--- config.mk ---
export PLATFORM = sky130hd
export DESIGN_NAME = lsu_bus_master
export DESIGN_NICKNAME = d
export VERILOG_FILES = /design/src/rtl/lsu_pkg.sv /design/src/rtl/lsu_load_align.sv /design/src/rtl/lsu_bus_master.sv
export SDC_FILE = /design/constraint.sdc
export NUM_CORES = 1
export LEC_CHECK = 0
export ABC_AREA = 1
export CORE_ASPECT_RATIO = 2
export CORE_MARGIN = 2
export CORE_UTILIZATION = 35
export CTS_BUF_LIST = sky130_fd_sc_hd__clkbuf_16
export CTS_CLUSTER_DIAMETER = 80
export DETAILED_ROUTE_END_ITERATION = 8
export PLACE_DENSITY = 0.63
export SYNTH_ARGS = -nofsm -noshare
export SYNTH_HDL_FRONTEND = slang
export SYNTH_HIERARCHICAL = 1
export SYNTH_SLANG_ARGS = --single-unit
--- constraint.sdc ---
create_clock -name clk -period 1.8 [get_ports clk]
set_input_delay 0.36 -clock clk [delete_from_list [all_inputs] [get_ports clk]]
set_output_delay 0.36 -clock clk [all_outputs]
set_load 0.005 [all_outputs]
--- src/rtl/lsu_pkg.sv ---
// Shared types, constants and helpers for the load/store bus front end.
// Latency: n/a (package only).
// Backpressure: n/a (package only).
//
// Contents: FSM state encoding, bus WLEN codes, RV32 funct3 codes,
// request record, load formatting and request classification helpers.
package lsu_pkg;

  typedef enum logic [2:0] {
    ST_IDLE  = 3'd0,
    ST_SYNC  = 3'd1,
    ST_ISSUE = 3'd2,
    ST_WAIT  = 3'd3,
    ST_RESP  = 3'd4
  } lsu_state_e;

  // Bus operation codes
  localparam logic [1:0] WLEN_RD32 = 2'b00;
  localparam logic [1:0] WLEN_WR8  = 2'b01;
  localparam logic [1:0] WLEN_WR16 = 2'b10;
  localparam logic [1:0] WLEN_WR32 = 2'b11;

  // RV32 funct3 codes (stores only use B/H/W)
  localparam logic [2:0] F3_B  = 3'd0;
  localparam logic [2:0] F3_H  = 3'd1;
  localparam logic [2:0] F3_W  = 3'd2;
  localparam logic [2:0] F3_BU = 3'd4;
  localparam logic [2:0] F3_HU = 3'd5;

  // Request as latched on accept
  typedef struct packed {
    logic        we;
    logic [2:0]  funct3;
    logic [31:0] addr;
    logic [31:0] wdata;
  } lsu_req_t;

  // Extract and extend load data from a 32-bit bus read. The bus reads the
  // halfword containing a byte, so byte lanes come from bits [15:0] only.
  function automatic logic [31:0] lsu_format_load(input logic [2:0]  funct3,
                                                  input logic        addr0,
                                                  input logic [31:0] rdata);
    logic [7:0] byte_sel;
    lsu_format_load = '0;
    byte_sel = addr0 ? rdata[15:8] : rdata[7:0];
    case (funct3)
      F3_B:    lsu_format_load = {{24{byte_sel[7]}}, byte_sel};
      F3_BU:   lsu_format_load = {24'h0, byte_sel};
      F3_H:    lsu_format_load = {{16{rdata[15]}}, rdata[15:0]};
      F3_HU:   lsu_format_load = {16'h0, rdata[15:0]};
      F3_W:    lsu_format_load = rdata;
      default: lsu_format_load = '0;
    endcase
  endfunction

  // True when the request must be rejected without touching the bus:
  // unknown funct3 for the direction, or an address not aligned to the size.
  function automatic logic lsu_req_bad(input logic       we,
                                       input logic [2:0] funct3,
                                       input logic [1:0] addr_lo);
    logic legal;
    logic misaligned;
    if (we) begin
      legal = (funct3 == F3_B) || (funct3 == F3_H) || (funct3 == F3_W);
    end else begin
      legal = (funct3 == F3_B)  || (funct3 == F3_H)  || (funct3 == F3_W) ||
              (funct3 == F3_BU) || (funct3 == F3_HU);
    end
    // funct3[1:0] carries the size for all legal codes: 01 half, 10 word
    misaligned = ((funct3[1:0] == 2'b01) && addr_lo[0]) ||
                 ((funct3[1:0] == 2'b10) && (addr_lo != 2'b00));
    lsu_req_bad = !legal || misaligned;
  endfunction

  // Bus operation for a legal request: every load is a full-word read.
  function automatic logic [1:0] lsu_wlen(input logic       we,
                                          input logic [2:0] funct3);
    lsu_wlen = WLEN_RD32;
    if (we) begin
      case (funct3[1:0])
        2'b00:   lsu_wlen = WLEN_WR8;
        2'b01:   lsu_wlen = WLEN_WR16;
        default: lsu_wlen = WLEN_WR32;
      endcase
    end
  endfunction

endpackage

--- src/rtl/lsu_load_align.sv ---
// Load data extraction and sign/zero extension from a raw bus word.
// Latency: combinational, zero cycles.
// Backpressure: none; pure function of its inputs.
//
// Ports:
//   funct3_i  load funct3 (LB/LH/LW/LBU/LHU)
//   addr0_i   byte address bit 0 (selects the byte lane within the halfword)
//   rdata_i   raw 32-bit bus read data
//   data_o    extended load result
module lsu_load_align
  import lsu_pkg::*;
(
  input  logic [2:0]  funct3_i,
  input  logic        addr0_i,
  input  logic [31:0] rdata_i,
  output logic [31:0] data_o
);

  always_comb begin
    data_o = lsu_format_load(funct3_i, addr0_i, rdata_i);
  end

endmodule

--- src/rtl/lsu_bus_master.sv ---
// Single-outstanding RV32 load/store front end driving the CPU memory bus.
// Latency: idle bus -> accept, 1 SYNC cycle, 1 ISSUE cycle, WAIT until READY, 1 RESP cycle; errors respond the cycle after accept.
// Backpressure: req_ready only in IDLE; bus READY gates SYNC and WAIT, bounded by TIMEOUT_CYC.
//
// Ports:
//   clk, reset_n                 clock, async active-low reset
//   req_valid/req_ready          request handshake; req_we, req_funct3, req_addr, req_wdata payload
//   resp_valid                   one-cycle completion pulse; resp_err, resp_rdata qualify it
//   bus_address/bus_wdata/bus_wlen  bus command, stable from accept until the next accept
//   bus_en_n                     active-low strobe, low exactly during the ISSUE cycle
//   bus_ready/bus_rdata          bus idle/done and read data
module lsu_bus_master
  import lsu_pkg::*;
#(
  parameter int unsigned TIMEOUT_CYC = 64
) (
  input  logic        clk,
  input  logic        reset_n,
  input  logic        req_valid,
  output logic        req_ready,
  input  logic        req_we,
  input  logic [2:0]  req_funct3,
  input  logic [31:0] req_addr,
  input  logic [31:0] req_wdata,
  output logic        resp_valid,
  output logic [31:0] resp_rdata,
  output logic        resp_err,
  output logic [31:0] bus_address,
  output logic [31:0] bus_wdata,
  output logic [1:0]  bus_wlen,
  output logic        bus_en_n,
  input  logic        bus_ready,
  input  logic [31:0] bus_rdata
);

  // Counter value on the last SYNC/WAIT cycle before giving up; the counter
  // starts at 0 on the accept edge, so the abort lands TIMEOUT_CYC edges later.
  localparam logic [7:0] TO_LAST = 8'(TIMEOUT_CYC - 1);

  lsu_state_e  state_q, state_d;
  lsu_req_t    req_q, req_d;
  logic [1:0]  wlen_q, wlen_d;
  logic [7:0]  cnt_q, cnt_d;
  logic        armed_q, armed_d;
  logic        err_q, err_d;
  logic [31:0] rdata_q, rdata_d;
  logic [31:0] load_data;

  lsu_load_align u_align (
    .funct3_i (req_q.funct3),
    .addr0_i  (req_q.addr[0]),
    .rdata_i  (bus_rdata),
    .data_o   (load_data)
  );

  always_comb begin
    state_d = state_q;
    req_d   = req_q;
    wlen_d  = wlen_q;
    cnt_d   = cnt_q;
    armed_d = 1'b0;
    err_d   = err_q;
    rdata_d = rdata_q;

    case (state_q)
      ST_IDLE: begin
        if (req_valid) begin
          req_d  = '{we: req_we, funct3: req_funct3, addr: req_addr, wdata: req_wdata};
          wlen_d = lsu_wlen(req_we, req_funct3);
          cnt_d  = '0;
          if (lsu_req_bad(req_we, req_funct3, req_addr[1:0])) begin
            state_d = ST_RESP;
            err_d   = 1'b1;
            rdata_d = '0;
          end else begin
            state_d = ST_SYNC;
          end
        end
      end

      // The bus may still be busy with an access started before our reset.
      ST_SYNC: begin
        cnt_d = cnt_q + 8'd1;
        if (bus_ready) begin
          state_d = ST_ISSUE;
        end else if (cnt_q == TO_LAST) begin
          state_d = ST_RESP;
          err_d   = 1'b1;
          rdata_d = '0;
        end
      end

      ST_ISSUE: begin
        state_d = ST_WAIT;
      end

      // READY is still high during the first WAIT cycle (the bus drops it on
      // the ISSUE edge), so only trust it once armed_q is set.
      ST_WAIT: begin
        cnt_d   = cnt_q + 8'd1;
        armed_d = 1'b1;
        if (armed_q && bus_ready) begin
          state_d = ST_RESP;
          err_d   = 1'b0;
          rdata_d = req_q.we ? 32'h0 : load_data;
        end else if (cnt_q == TO_LAST) begin
          state_d = ST_RESP;
          err_d   = 1'b1;
          rdata_d = '0;
        end
      end

      ST_RESP: begin
        state_d = ST_IDLE;
        err_d   = 1'b0;
        rdata_d = '0;
      end

      default: begin
        state_d = ST_IDLE;
      end
    endcase
  end

  always_ff @(posedge clk or negedge reset_n) begin
    if (!reset_n) begin
      state_q <= ST_IDLE;
      req_q   <= '0;
      wlen_q  <= WLEN_RD32;
      cnt_q   <= '0;
      armed_q <= 1'b0;
      err_q   <= 1'b0;
      rdata_q <= '0;
    end else begin
      state_q <= state_d;
      req_q   <= req_d;
      wlen_q  <= wlen_d;
      cnt_q   <= cnt_d;
      armed_q <= armed_d;
      err_q   <= err_d;
      rdata_q <= rdata_d;
    end
  end

  // Everything below is a register or a pure state decode.
  assign req_ready   = (state_q == ST_IDLE);
  assign resp_valid  = (state_q == ST_RESP);
  assign resp_err    = err_q;
  assign resp_rdata  = rdata_q;
  assign bus_en_n    = (state_q != ST_ISSUE);
  assign bus_wlen    = wlen_q;
  assign bus_address = req_q.addr;
  assign bus_wdata   = req_q.wdata;

endmodule

---- Word level (Yosys, flattened, before mapping) ----
Index checks and enable logic that the tools add are counted.
Widths: inputs -> output; s select.
cells by class
  equality and inequality tests ........... 19
  add/sub/neg operators ................... 1
  mux-type cells .......................... 29
  reduce and logical (&&, ||, !) cells .... 21
operator list
  kind                 count
  $mux 32              6
  $pmux 32 s5          1
  $pmux 32 s4          1
  $mux 8               2
  $pmux 8 s2           1
  $eq 3x3->1 const B   5
  $mux 3               5
  $eq 3x2->1 const B   4
  $pmux 3 s4           1
  $eq 3x1->1 const B   3
  $logic_not 3->1      3
  $mux 1               9
  $add 8x1->8 const B  1
  $eq 8x6->1 const B   1
  $logic_or 1x1->1     6
  $ne 2x2->1 const B   2
  $pmux 1 s4           1
  $pmux 2 s2           1
  $reduce_and 2->1     2
  $reduce_and 4->1     1
  $reduce_bool 2->1    2
  $reduce_bool 4->1    1
  $logic_and 1x1->1    3
  $ne 3x2->1 const B   1
  other kinds (7)      7
word-level totals
  register bits ........................... 115
  logic and storage cells ................. 80

---- Logic depth before layout (Yosys ltp) ----
  word-level depth ........................ 13
  mapped depth ............................ 12

---- Cells and area by module ----
The synthesis kept the hierarchy.
modules (own cells, without submodules)
  module          area an instance (µm²)  cells each  seq. area each (µm²)  times used
  lsu_bus_master  5716.7                  739         2877.8                1
  lsu_load_align  563.0                   116         0.0                   1

---- Least setup slack after synthesis ----
Ideal clock, no wire load.
  path kind ............................... register -> register
  from .................................... register req_q (netlist bit bus_address[0])
  to ...................................... register rdata_q[31] (netlist: resp_rdata[31])
  required time ........................... 1683 ps
  stages on the path, launching flop included .. 13
  data arrival time ....................... 1405 ps
  buffers on the path ..................... 2
  setup slack ............................. 278 ps
  cell sequence ........................... dfrtp_1 -> buf_4 -> nand2_1 -> nand2_1 -> nand2_4 -> buf_6 -> nand3_1 -> inv_1 -> nor2_1 -> o21ai_0 -> o21ai_0 -> nand2_1 -> nand2_1
on the way
  longest elaborated chain between the ends .. 5
RTL lines
  element                  RTL line               text
  from (decl)              lsu_bus_master.sv:41   lsu_req_t req_q, req_d;
  from (signal assigned)   lsu_bus_master.sv:136  req_q <= req_d;
  $mux 8                   lsu_pkg.sv:45          byte_sel = addr0 ? rdata[15:8] : rdata[7:0];
  $pmux 32 s5              lsu_pkg.sv:46          case (funct3)
  named net load_data[31]  lsu_bus_master.sv:47   logic [31:0] load_data;
  $mux 32                  lsu_bus_master.sv:105  rdata_d = req_q.we ? 32'h0 : load_data;
  $mux 32                  lsu_bus_master.sv:102  if (armed_q && bus_ready) begin
  $pmux 32 s4              lsu_bus_master.sv:65   case (state_q)
  to (signal assigned)     lsu_bus_master.sv:141  rdata_q <= rdata_d;
  to (decl)                lsu_bus_master.sv:46   logic [31:0] rdata_q, rdata_d;
The timed path passes the listed nets, and every way through them passes these cells.
A chain may end at the register's enable or synchronous reset.

---- Final worst setup path ----
  from .................................... register state_q[0]
  to ...................................... output bus_en_n
on the way
  longest elaborated chain between the ends .. 1
RTL lines
  element                 RTL line               text
  from (decl)             lsu_bus_master.sv:40   lsu_state_e state_q, state_d;
  from (signal assigned)  lsu_bus_master.sv:135  state_q <= state_d;
  $ne 3x2->1              lsu_bus_master.sv:150  assign bus_en_n = (state_q != ST_ISSUE);
  to (decl)               lsu_bus_master.sv:31   output logic bus_en_n,
Every way passes these cells.

==> results.py <==
metrics = {
    "sta": {
        "min_period_ps": 1750,
        "slew_violations": 0,
        "relSlewSlack": 0.7148,
        "clock-skew-final_ps": 10.63,
        "tightest_slew_ps": 427.8,
        "setup_viol": 0,
        "fin_crit_sh": 0.9724,
        "fmax_mhz": 571.3,
        "whs_ps": 423.0,
        "rsz0062_at_grt": "true",
        "hold_viol_final": 0,
    },
    "power_and_ir_drop": {
        "leakage_nw": 4.579,
        "p_total_mw": 13.33,
        "ir_drop_mv": 0.7190,
        "power_density_nw_per_um2": 1495,
    },
    "synth": {
        "synth_edf_count": 0,
        "yosysMostFrequentCell": "nand2_1",
        "ys_seq_elements": 115,
        "syn_avg_cell_area_um2": 7.345,
        "ys_types": 29,
        "synthFlopType": "dfrtp_1",
        "syn_nets": 960,
        "syn_inst": 855,
        "yosys-top-cells-count": "nand2_1 (461), dfrtp_1 (115), buf_4 (71)",
        "syn_area_um2": 6280,
        "synth_top_area_frac": 0.4583,
        "synth_top_cell_by_area": "dfrtp_1",
        "yosys-top-cells-area": "dfrtp_1 (46%), nand2_1 (28%), buf_4 (8.5%), nand3_1 (5.4%), buf_6 (1.6%)",
        "yosysWarningCount": 6,
        "async_reset_ff_frac": 1.000,
        "synth-seq-area-share": 0.4583,
    },
    "detailed_routing": {
        "totalWireLength_mm": 18.45,
        "vias": 5781,
        "antenna_left": 0,
        "drt_pass1_iterations": 5,
        "route.detailed.drc": 0,
        "avgRoutedWirePerCell_um": 14.81,
        "wl_met2_mm": 10.08,
        "wl_met3_mm": 1.015,
        "detail_route.vias_per_cell": 4.640,
        "wl_met1_mm": 6.732,
        "highest_layer": "met4",
        "first_iter_violations": 231,
    },
    "critical_path": {
        "cp_cell_sequence": "nor3_1 > inv_1 > dlygate4sd2_1",
        "r2r-start": "state_q[2]",
        "path_max_fanout": 3,
        "cp.arrival_ps": 1390,
        "slowest_delay_ps": 420,
        "path_class": "flop to output port",
        "startpoint_type": "flop",
        "reg2reg_to": "resp_rdata[12]",
        "ff2ff_path_depth": 11,
        "r2r_slack_ps": 170,
        "crit_required_ps": 1440,
        "cp_slowest_cell": "dfrtp_2",
        "end_kind": "output port",
    },
    "cts": {
        "clk_path_buf_depth": 2,
        "clock_latency_ps": 420,
        "htreeDepth": 4,
        "numCtsBuffers": 17,
        "path_clk_slew_ps": 60,
        "clockRootBuffer": "clkbuf_16",
        "clock_sinks": 115,
        "cts_tree": "yes",
    },
    "die": {
        "ioPinCount": 206,
        "coreArea_um2": 17700,
        "die_h_um": 193.4,
        "die_x_um": 98.72,
        "rows": 69,
        "dieArea_um2": 19090,
        "start_util": 0.3548,
    },
    "global_route": {
        "grt_max_degree": 49,
        "grt_pass1_vias": 5699,
        "grt_pass1_wl_mm": 29.55,
        "grt_use_total": 0.1966,
        "grt_overflow": 0,
        "antenna_found_initial": 0,
    },
    "place": {
        "dp_hpwl_mm": 13.45,
        "gp_congestion": 0.8668,
        "io_buffers": 205,
    },
    "hold_path": {
        "holdCritPathClass": "input pin to asynchronous set/reset pin",
    },
    "finish": {
        "syn_to_final_growth_pct": 42.02,
        "fin_nets": 1125,
        "layout-drive-gt1-share": 0.09584,
        "diodes": 0,
        "fillers": 1674,
    },
    "status": {
        "status": "finished clean",
    },
    "flow_run": {
        "max_cap_viol_count": 0,
    },
}
-- cell usage in the layout, fill, tap and decap left out, drive strengths merged --
| cell type | instances |
|---|---|
| nand2 | 468 |
| clkdlybuf4s50 | 201 |
| dfrtp | 115 |
| nand3 | 70 |
| buf | 41 |
| inv | 34 |
| nor2 | 25 |
| o21ai | 21 |
| clkbuf | 20 |
| a21oi | 14 |
| clkinv | 7 |
| clkinvlp | 4 |
| bufinv | 3 |
| nor3 | 2 |
| nand3b | 2 |
| o22ai | 1 |
| nand2b | 1 |
| ha | 1 |
| dlygate4sd3 | 1 |
| dlygate4sd2 | 1 |
| nand4 | 1 |
-- flip-flops by register name, summed over array words and instances, names as in the netlist --
name and count:
state_q 3, bus_address 32, cnt_q 8, bus_wlen 2
armed_q 1, req_q 4, resp_err 1, bus_wdata 32
resp_rdata 32
-- critical path, delay by kind of cell, from the launching register on --
kind	cells	cell delay, ps
and+or+nand+nor	1	170
buffers and inverters	2	390
DFF	1	420
-- cell type report --
type / instances / area, um2 / area share
timing repair buffer: 247 / 2490 / 0.2792
sequential: 115 / 2879 / 0.3228
multi-input combinational: 606 / 2550 / 0.2859
clock buffer: 17 / 425.4 / 0.04770
clock inverter: 15 / 181.4 / 0.02034
tap: 213 / 266.5 / 0.02988
inverter: 33 / 126.4 / 0.01417
-- per-stage QoR --
step | util | instance area (um2) | TNS (ps) | instances | setup WS [ps]
2_1_floorplan | - | 6280 | 0 | 855 | 278.2
3_3_place_gp | 0.4659 | 8245 | -3336 | 1208 | -120.9
3_5_place_dp | 0.4659 | 8245 | -4192 | 1208 | -152.4
4_1_cts | 0.5016 | 8877 | 0 | 1243 | 23.52
5_1_grt | 0.5039 | 8919 | -19.18 | 1246 | -19.18
6_report | 0.5039 | 8919 | 0 | 1246 | 49.67
-- what timing repair did --
action	in CTS	in global routing
gates resized for setup	6	5
hold buffers	1	0
setup endpoints to repair	3	5
gates cloned	0	1
setup buffers	2	2
endpoints found under the hold margin	24	0
pin swaps	0	1
-- worst max-delay path by stage --
stage,startpoint,endpoint
6_report,state_q[0],bus_en_n
4_1_cts,state_q[0],bus_en_n
2_1_floorplan,bus_address[0],resp_rdata[31]
3_3_place_gp,req_funct3[0],resp_rdata[26]
5_1_grt,state_q[0],bus_en_n
3_5_place_dp,req_funct3[0],resp_rdata[29]
-- report_power, final --
group | leakage [nW] | internal (mW) | switching [mW]
combinational | 2.81 | 2.82 | 3.06
clock | 0.284 | 2.18 | 1.30
sequential | 1.49 | 3.43 | 0.532
total | 4.58 | 8.43 | 4.90
-- kinds of logic (layout without fill, tap and decap cells) --
family | after synthesis | count (layout) | share of synthesized area
flops | 115 | 115 | 0.4583
simple gates | 569 | 569 | 0.3722
fa+ha+maj | 1 | 1 | 0.001992
compound gates | 36 | 36 | 0.03068
buf+inv | 134 | 312 | 0.1369
-- layer usage --
layer	track usage	vias up
met2	0.3542	204
li1	-	2900
met1	0.2134	2640
met5	0	-
met4	0.08777	0
met3	0.04841	37
Power figures use the tool's default switching activity.
